`src/rtl/cbus_arbiter.sv`:
```
// Arbitrates NUM_MASTERS cbus masters onto a single memory-side cbus port.
// The grant is held for a whole burst; mismatched burst framing raises a sticky err_o.
module cbus_arbiter #(
    parameter int NUM_MASTERS = 2,
    parameter int ROUND_ROBIN = 1
) (
    input  logic                             clk,
    input  logic                             resetn,
    input  logic [NUM_MASTERS-1:0][76:0]     mreq_i,
    output logic [NUM_MASTERS-1:0][33:0]     mresp_o,
    output logic [76:0]                      sreq_o,
    input  logic [33:0]                      sresp_i,
    output logic                             err_o
);
    // Request layout: {valid, is_write, size[2:0], addr, strobe, data, len}; response: {ready, last, data}
    localparam int VALID_BIT = 76;
    localparam int READY_BIT = 33;
    localparam int LAST_BIT  = 32;
    localparam int GW        = (NUM_MASTERS > 1) ? $clog2(NUM_MASTERS) : 1;

    typedef enum logic {IDLE, BUSY} state_e;

    state_e                 state_q;
    logic [GW-1:0]          grant_q;
    logic [GW-1:0]          rr_ptr_q;
    logic [4:0]             beats_q;
    logic [3:0]             len_q;
    logic                   err_q;

    logic [NUM_MASTERS-1:0] mvalid;
    logic [GW-1:0]          winner;
    logic                   any_valid;
    logic [GW-1:0]          next_ptr;
    logic                   final_beat;
    int                     idx;

    genvar gi;
    generate
        for (gi = 0; gi < NUM_MASTERS; gi++) begin : g_master
            assign mvalid[gi]  = mreq_i[gi][VALID_BIT];
            assign mresp_o[gi] = (state_q == BUSY && grant_q == GW'(gi)) ? sresp_i : '0;
        end
    endgenerate

    // Round-robin keeps the first hit from rr_ptr; fixed priority lets the highest hit overwrite.
    always_comb begin
        winner    = '0;
        any_valid = 1'b0;
        idx       = 0;
        for (int k = 0; k < NUM_MASTERS; k++) begin
            idx = (ROUND_ROBIN != 0) ? int'(rr_ptr_q) + k : k;
            if (idx >= NUM_MASTERS) idx = idx - NUM_MASTERS;
            if (mvalid[GW'(idx)] && (ROUND_ROBIN == 0 || !any_valid)) begin
                winner    = GW'(idx);
                any_valid = 1'b1;
            end
        end
    end

    assign next_ptr   = (grant_q == GW'(NUM_MASTERS - 1)) ? '0 : grant_q + GW'(1);
    assign final_beat = (beats_q == {1'b0, len_q});
    assign sreq_o     = (state_q == BUSY) ? mreq_i[grant_q] : '0;
    assign err_o      = err_q;

    always_ff @(posedge clk) begin
        if (!resetn) begin
            state_q  <= IDLE;
            grant_q  <= '0;
            rr_ptr_q <= '0;
            beats_q  <= '0;
            len_q    <= '0;
            err_q    <= 1'b0;
        end else begin
            case (state_q)
                IDLE: begin
                    if (any_valid) begin
                        grant_q <= winner;
                        len_q   <= mreq_i[winner][3:0];
                        beats_q <= '0;
                        state_q <= BUSY;
                    end
                end
                BUSY: begin
                    if (sresp_i[READY_BIT]) beats_q <= beats_q + 5'd1;
                    // A master abandoning its burst releases the bus without advancing rr_ptr.
                    if (!mreq_i[grant_q][VALID_BIT]) begin
                        err_q   <= 1'b1;
                        state_q <= IDLE;
                    end else if (sresp_i[READY_BIT]) begin
                        if (sresp_i[LAST_BIT] != final_beat) err_q <= 1'b1;
                        if (sresp_i[LAST_BIT]) begin
                            state_q  <= IDLE;
                            rr_ptr_q <= next_ptr;
                        end
                    end
                end
                default: state_q <= IDLE;
            endcase
        end
    end
endmodule

```
`config.mk`:
```
export PLATFORM = sky130hd
export DESIGN_NAME = cbus_arbiter
export DESIGN_NICKNAME = d
export VERILOG_FILES = /design/src/rtl/cbus_arbiter.sv
export SDC_FILE = /design/constraint.sdc
export NUM_CORES = 1
export LEC_CHECK = 0
export ABC_CLOCK_PERIOD_IN_PS = 3430
export CAP_MARGIN = 10
export CORE_AREA = 2 2 132 134
export CTS_CLUSTER_DIAMETER = 120
export DETAILED_ROUTE_END_ITERATION = 16
export DIE_AREA = 0 0 134 136
export MAX_ROUTING_LAYER = met4
export PLACE_DENSITY = 0.6
export SLEW_MARGIN = 15
export SYNTH_ARGS = -nofsm -noshare
export SYNTH_HDL_FRONTEND = slang
export SYNTH_SLANG_ARGS = --single-unit
```
`constraint.sdc`:
```
create_clock -name clk -period 3.43 [get_ports clk]
set_clock_uncertainty 0.05 [all_clocks]
set_input_delay 0.343 -clock clk [delete_from_list [all_inputs] [get_ports clk]]
set_output_delay 0.343 -clock clk [all_outputs]
set_load 0.03 [all_outputs]
```
# [Word-level counts from Yosys, hierarchy flattened]
# Cells that the tools add are included.
# Widths: inputs -> output; s select.
[op_classes] add_sub_neg=5 order_cmp=6 mux=29 eq_ne=6 bitwise=2 n_reduce_logical=8
[op_table] cell="$mux 77" count=3
[op_table] cell="$mux 34" count=2
[op_table] cell="$mux 1" count=18
[op_table] cell="$mux 5" count=2
[op_table] cell="$pmux 5 s2" count=1
[op_table] cell="$mux 4" count=2
[op_table] cell="$lt 1x3->1 const B" count=2
[op_table] cell="$ne 2x2->1 const B" count=3
[op_table] cell="$add 5x1->5 const B" count=1
[op_table] cell="$eq 5x4->1" count=1
[op_table] cell="$lt 1x2->1 const B" count=2
[op_table] cell="$reduce_and 2->1" count=2
[op_table] cell="$reduce_and 4->1" count=1
[op_table] cell="$logic_and 1x1->1" count=3
[op_table] cell="$reduce_and 3->1" count=1
[op_table] cell="$add 1x1->2 const B" count=1
[op_table] cell="$ge 1x2->1 const B" count=1
[op_table] cell="$ge 2x2->1 const B" count=1
[op_table] cell="$ne 2x1->1 const B" count=1
[op_table] cell="$not 1->1" count=2
[op_table] cell="$pmux 1 s2" count=1
[op_table] cell="$sub 1x1->1 const B" count=2
[op_table] cell="$add 1x1->1 const B" count=1
[op_table] cell="$logic_not 1->1" count=1
[op_table] cell="$ne 1x1->1" count=1
[totals] ff_bits=13 elab_cells=62

# [Logic depth before layout (Yosys ltp)]
# Gate-level depths: netlist of run 1.
[logic_depth] ltp_word=11 depth_mapped=5

# [Worst setup path before layout of run 1]
# OpenSTA, ideal clock, no wires.
[synth_path] kind="reg2out" from="register state_q" to="output sreq_o[10]" t_arrival_ps=1334 setup_slack_ps=1703 stages_incl_launch_ff=5 cell_sequence="dfxtp_1 > buf_2 > buf_2 > clkbuf_1 > nor2b_1"
[synth_between] elab_chain_len=1
[synth_rtl] item="start: declaration" line="23" text="state_e state_q;"
[synth_rtl] item="start signal: assignment" line="67" text="state_q <= IDLE;"
[synth_rtl] item="start signal: assignment" line="80" text="state_q <= BUSY;"
[synth_rtl] item="start signal: assignment" line="88" text="state_q <= IDLE;"
[synth_rtl] item="$mux 77" line="62" text="assign sreq_o = (state_q == BUSY) ? mreq_i[grant_q] : '0;"
[synth_rtl] item="end: declaration" line="11" text="output logic [76:0] sreq_o,"
# Every way passes these cells.

==> results of run 1 <==
[metrics by stage]
stage                     cell area (µm²)  instances  worst slack, ns  util [%]  total power, mW
final                                6080        859            0.785      36.1             1.02
after global routing                 6080        859            0.650      36.1             1.07
after CTS                            6080        859            0.782      36.1             1.03
after detailed placement             6010        855             1.05      35.6            0.804
after global placement               6010        855             1.14      35.6            0.797
after floorplan                      2480        323             1.70         -            0.428
[cells in the mapped netlist]
cell,instances,share of area [%]
a21boi_0,1,0.30
a21o_1,1,0.30
a21oi_1,4,0.81
a22oi_1,1,0.30
and2_1,37,9.3
and2b_1,1,0.30
and3_1,36,9.1
and4b_1,1,0.40
buf_2,6,1.2
buf_4,7,2.1
clkbuf_1,19,2.9
dfxtp_1,13,11
ha_1,1,0.50
mux2i_1,84,34
nand2_1,9,1.4
nand2b_1,1,0.25
nand3_1,1,0.20
nand4_1,2,0.50
nor2_1,2,0.30
nor2b_1,80,20
nor2b_2,1,0.35
nor3_1,2,0.40
nor3b_1,1,0.30
o211a_1,4,1.6
o21a_1,1,0.30
o21ai_0,2,0.40
o31a_1,1,0.35
xor2_1,4,1.4
[sequential cells by signal, summed over array words and instances, names as in the netlist]
signal,count
beats_q,5
err_o,1
grant_q,1
len_q,4
rr_ptr_q,1
state_q,1
[power by group through the flow]
stage	sequential (mW)	combinational, mW	clock (mW)
2_1_floorplan	0.167	0.262	0
3_3_place_gp	0.166	0.632	0
3_5_place_dp	0.166	0.638	0
4_1_cts	0.163	0.641	0.228
5_1_grt	0.164	0.673	0.236
6_report	0.163	0.636	0.223
[layout by cell type (no fill, tap or decap), drive strengths merged, types with 2 or more instances in the layout]
master / instances
a21oi: 4
and2: 37
and3: 36
buf: 4
clkbuf: 4
clkdlybuf4s50: 335
dfxtp: 13
mux2i: 84
nand2: 9
nand4: 2
nor2: 2
nor2b: 81
nor3: 2
o211a: 4
o21ai: 2
xor2: 4
[worst max path at each step]
stage | depth (start not counted) | endpoint
2_1_floorplan | 4 | sreq_o[10]
3_3_place_gp | 3 | mresp_o[28]
3_5_place_dp | 3 | mresp_o[13]
4_1_cts | 3 | mresp_o[13]
5_1_grt | 3 | mresp_o[18]
6_report | 3 | mresp_o[21]
[metal layers]
layer	routed length [µm]	track usage, %	part of all wire [%]
met3	999	2.80	7.2
met5	0	-	0
met4	126	2.01	0.91
met2	7190	25.6	52
met1	5470	16.1	40
[kinds of logic after synthesis]
kind of cell,count (synthesis),share of synthesized area [%]
simple gates,174,43.0
mux,84,33.9
fa+ha+maj,1,0.505
compound gates,15,4.39
flops,13,10.5
xor+xnor,4,1.41
buf+inv,32,6.21
[layout make-up]
class	instances	area, µm²
tap	225	282
timing repair buffer	339	3400
sequential	13	265
multi-input combinational	278	2060
clock buffer	4	78.8
fill	1723	10800
==> results.sh, run 1 <==
export IMPL_status="completed"
export IMPL_grt_usage_pct=14.0
export IMPL_worst_pin_slew_ns=0.818
export IMPL_finalCritPeriodShare_pct=77.1
export IMPL_p_sw_share_pct=34.1
export IMPL_syn_area_um2=2480
export IMPL_hold_slack_ns=0.442
export IMPL_share_comb_of_total_power_pct=62.2
export IMPL_finalNetCount=826
export IMPL_dieArea_um2=18200
export IMPL_rr_startpoint="state_q"
export IMPL_setup_violations_final=0
export IMPL_slew_limit_headroom_pct=45.5
export IMPL_cts_tree="yes"
export IMPL_crit_path_start_kind="flop"
export IMPL_ys_ff_latch=13
export IMPL_cp_required_ns=3.04
export IMPL_die_x_um=134
export IMPL_grt_ovfl_total=0
export IMPL_critPathMaxStageDelay_ns=0.72
export IMPL_cts_setup_buffers=0
export IMPL_fin_setup_tns_ns=0
export IMPL_syn_inst=323
export IMPL_pwr_share_seq_pct=16.0
export IMPL_clock_sinks=13
export IMPL_fp_coreArea_um2=16900
export IMPL_hp_class="flop to flop"
export IMPL_period_needed_ns=2.64
export IMPL_grt_pass1_wl_mm=19.8
export IMPL_dp_hpwl_mm=11.6
export IMPL_cts_buffer_depth=2
export IMPL_rsz0062_at_grt="no"
export IMPL_cts_repair_resized=0
export IMPL_clk_latency_ns=0.24
export IMPL_numPortBuffers=335
export IMPL_drt_wl_total_mm=13.8
export IMPL_syn_avg_cell_area_um2=7.67
export IMPL_drt_initial_drc_count=63
export IMPL_pwr_share_clk_pct=21.8
export IMPL_ctsHtreeMaxLevel=1
export IMPL_avgViaCountPerCell=4.00
export IMPL_ios=336
export IMPL_hp_start="err_o"
export IMPL_cp_top_family="simple AND/OR/NAND/NOR gates"
export IMPL_yosys_warnings=0
export IMPL_grt_antenna_before_repair=0
export IMPL_initial_core_util_pct=14.7
export IMPL_drive_gt1_share_pct=1.58
export IMPL_switchingPower_mw=0.348
export IMPL_drt_first_pass_iters=4
export IMPL_cp_arrival_ns=2.25
export IMPL_drtAntennaViolNets=0
export IMPL_core_rowCount=48
export IMPL_ys_seq_area_share_pct=10.5
export IMPL_critical_path_startpoint="grant_q"
export IMPL_maxCapViolCount=0
export IMPL_p_per_area_nw_per_um2=168
export IMPL_r2r_cells=5
export IMPL_cp_max_fo=34
export IMPL_ir_worst_vdd_uv=212
export IMPL_path_buf_inv=1
export IMPL_syn_num_nets=514
export IMPL_ys_types=28
export IMPL_clk_pin_slew_ns=0.05
export IMPL_r2r_end="beats_q[4]"
export IMPL_internal_power_mw=0.674
export IMPL_cts_root_buffer="clkbuf_16"
export IMPL_path_cells="and2b_1 -> and2_1 -> clkdlybuf4s50_1"
export IMPL_power_leakage_nw=2.22
export IMPL_max_freq_mhz=378
export IMPL_syn_to_final_growth_pct=146
export IMPL_gp_congestion=0.890
export IMPL_grt_max_degree=64
export IMPL_ff2ff_setup_slack_ns=1.68
export IMPL_holdPathStages=1
export IMPL_vias=3432
export IMPL_cts_hold_buffers=0
export IMPL_crit_path_top_delay_cell="and2b_1"
export IMPL_path_class="flop to output port"
export IMPL_die_y_um=136
export IMPL_drc=0
export IMPL_post_drt_wl_per_cell_um=16.1
export IMPL_end_kind="output port"
export IMPL_finalMaxSlewViolations=0
export IMPL_cts_buffers_inserted=3
export IMPL_whs_endpoint="err_o"
export IMPL_hold_violations=0
export IMPL_num_antenna_cells=0
export IMPL_grt_pass1_vias=3377
No activity file was read; power rests on OpenSTA's default activity.
==> run 2: changes to the inputs <==
- ABC_CLOCK_PERIOD_IN_PS: 3430 -> 2800
- CORE_AREA: 2 2 132 134 -> 2 2 130 132
- DIE_AREA: 0 0 134 136 -> 0 0 132 134
- PLACE_DENSITY: 0.6 -> 0.61
- clock period: 3.43 -> 2.8 ns (I/O delays scaled with it)
==> results.sh, run 2 (same netlist as run 1, synthesis figures left out) <==
export IMPL_path_class="flop to output port"
export IMPL_dp_cells=853
export IMPL_grt_ovfl_total=0
export IMPL_crit_path_start_kind="flop"
export IMPL_clk_pin_slew_ns=0.05
export IMPL_maxCapViolCount=0
export IMPL_initial_core_util_pct=15.2
export IMPL_path_buf_inv=2
export IMPL_grt_usage_pct=14.1
export IMPL_drtAntennaViolNets=0
export IMPL_place_ws_ns=0.561
export IMPL_cp_arrival_ns=2.16
export IMPL_core_rowCount=47
export IMPL_layout_common_cells="301 x clkdlybuf4s50_1, 84 x mux2i_1, 80 x nor2b_1"
export IMPL_gp_congestion=0.899
export IMPL_cts_setup_buffers=0
export IMPL_power_leakage_nw=2.31
export IMPL_max_freq_mhz=402
export IMPL_hp_class="flop to flop"
export IMPL_die_y_um=134
export IMPL_crit_path_top_delay_cell="clkdlybuf4s50_1"
export IMPL_dieArea_um2=17700
export IMPL_cts_buffers_inserted=3
export IMPL_ir_worst_vdd_uv=183
export IMPL_fin_setup_tns_ns=0
export IMPL_avgViaCountPerCell=4.04
export IMPL_end_kind="output port"
export IMPL_clk_latency_ns=0.24
export IMPL_rr_startpoint="grant_q"
export IMPL_slew_limit_headroom_pct=57.1
export IMPL_vias=3459
export IMPL_drt_first_pass_iters=4
export IMPL_dp_hpwl_mm=11.1
export IMPL_fillers=1654
export IMPL_grt_antenna_before_repair=0
export IMPL_hold_slack_ns=0.428
export IMPL_numPortBuffers=335
export IMPL_clock_sinks=13
export IMPL_cts_tree="yes"
export IMPL_top_regs="beats_q: 5 flops, len_q: 4 flops"
export IMPL_hold_violations=0
export IMPL_setup_violations_final=0
export IMPL_ios=336
export IMPL_fin_ws_ns=0.313
export IMPL_grt_pass1_vias=3349
export IMPL_status="completed"
export IMPL_finalMaxSlewViolations=0
export IMPL_ctsHtreeMaxLevel=1
export IMPL_regMostFlops="beats_q"
export IMPL_cts_buffer_depth=2
export IMPL_critical_path_startpoint="grant_q"
export IMPL_period_needed_ns=2.49
export IMPL_finalCritPeriodShare_pct=88.8
export IMPL_cts_root_buffer="clkbuf_16"
export IMPL_worst_pin_slew_ns=0.642
export IMPL_largest_reg_flops=5
export IMPL_critPathMaxStageDelay_ns=0.71
export IMPL_syn_to_final_growth_pct=144
export IMPL_finalNetCount=829
export IMPL_fin_cells=857
export IMPL_hp_start="err_o"
export IMPL_cp_required_ns=2.47
export IMPL_p_per_area_nw_per_um2=205
export IMPL_cts_repair_resized=0
export IMPL_cp_top_family="buffers and inverters"
export IMPL_num_antenna_cells=0
export IMPL_fp_coreArea_um2=16300
export IMPL_drive_gt1_share_pct=7.54
export IMPL_final_common_cell="clkdlybuf4s50_1"
export IMPL_drt_wl_total_mm=13.5
export IMPL_drt_initial_drc_count=111
export IMPL_rsz0062_at_grt="no"
export IMPL_drc=0
export IMPL_die_x_um=132
export IMPL_grt_max_degree=67
export IMPL_cp_max_fo=52
export IMPL_cts_hold_buffers=0
export IMPL_path_cells="buf_12 -> mux2i_1 -> nor2b_2 -> clkdlybuf4s50_1"
export IMPL_post_drt_wl_per_cell_um=15.8
export IMPL_grt_pass1_wl_mm=19.8
[run 2: cell types whose count changed in the layout (fill, tap and decap cells not counted)]
| cell | before | now |
|---|---|---|
| clkbuf_1 | 1 | 0 |
| clkinv_2 | 0 | 1 |
| buf_12 | 1 | 4 |
| clkdlybuf4s50_1 | 335 | 301 |
| buf_4 | 3 | 37 |
[run 2: power breakdown]
part | internal, mW | leakage [nW] | switching, mW | total (mW)
sequential | 0.193 | 0.107 | 0.00804 | 0.201
clock | 0.190 | 0.0409 | 0.0775 | 0.267
combinational | 0.435 | 2.16 | 0.338 | 0.773
total | 0.818 | 2.31 | 0.423 | 1.24
[run 2: path summary, 6_finish.rpt]
path	to	slack (ns)	depth (start not counted)
min reg2reg	err_o	0.43	1
max	sreq_o[76]	0.31	4
max reg2reg	rr_ptr_q	1.05	5
min	err_o	0.43	1
[run 2: worst register-to-register path: stages (launching register included)]
cell and delay [ns]:
dfxtp_4 0.53, buf_12 0.27, mux2i_1 0.36, nor2b_2 0.11, a21o_1 0.16, and3_1 0.15
[run 2: metrics by stage]
stage | power (mW) | utilization [%] | area [µm²]
finish | 1.24 | 37.2 | 6050
global route | 1.30 | 37.2 | 6050
CTS | 1.25 | 37.2 | 6050
global placement | 0.972 | 36.7 | 5970
floorplan | 0.524 | - | 2480
detailed placement | 0.980 | 36.7 | 5970
[run 2: per-layer routing]
metal  vias up  routed length [µm]  track usage, %  share of wire [%]
met5         -                   0               -                  0
met4         0                 280            3.14                2.1
met3        20                 858            2.76                6.3
met2       153                6800            24.3                 50
met1      1555                5570            17.0                 41
li1       1731                   -               -                  -
[run 2: final cells by class]
| type | instances | area [µm²] | area share [%] |
|---|---|---|---|
| Clock buffer | 3 | 75.1 | 1.24 |
| Multi-Input combinational cell | 278 | 2060 | 34.1 |
| Sequential cell | 13 | 265 | 4.38 |
| Tap cell | 220 | 275 | 4.55 |
| Timing Repair Buffer | 342 | 3370 | 55.7 |
| Clock inverter | 1 | 5.00 | 0.0827 |
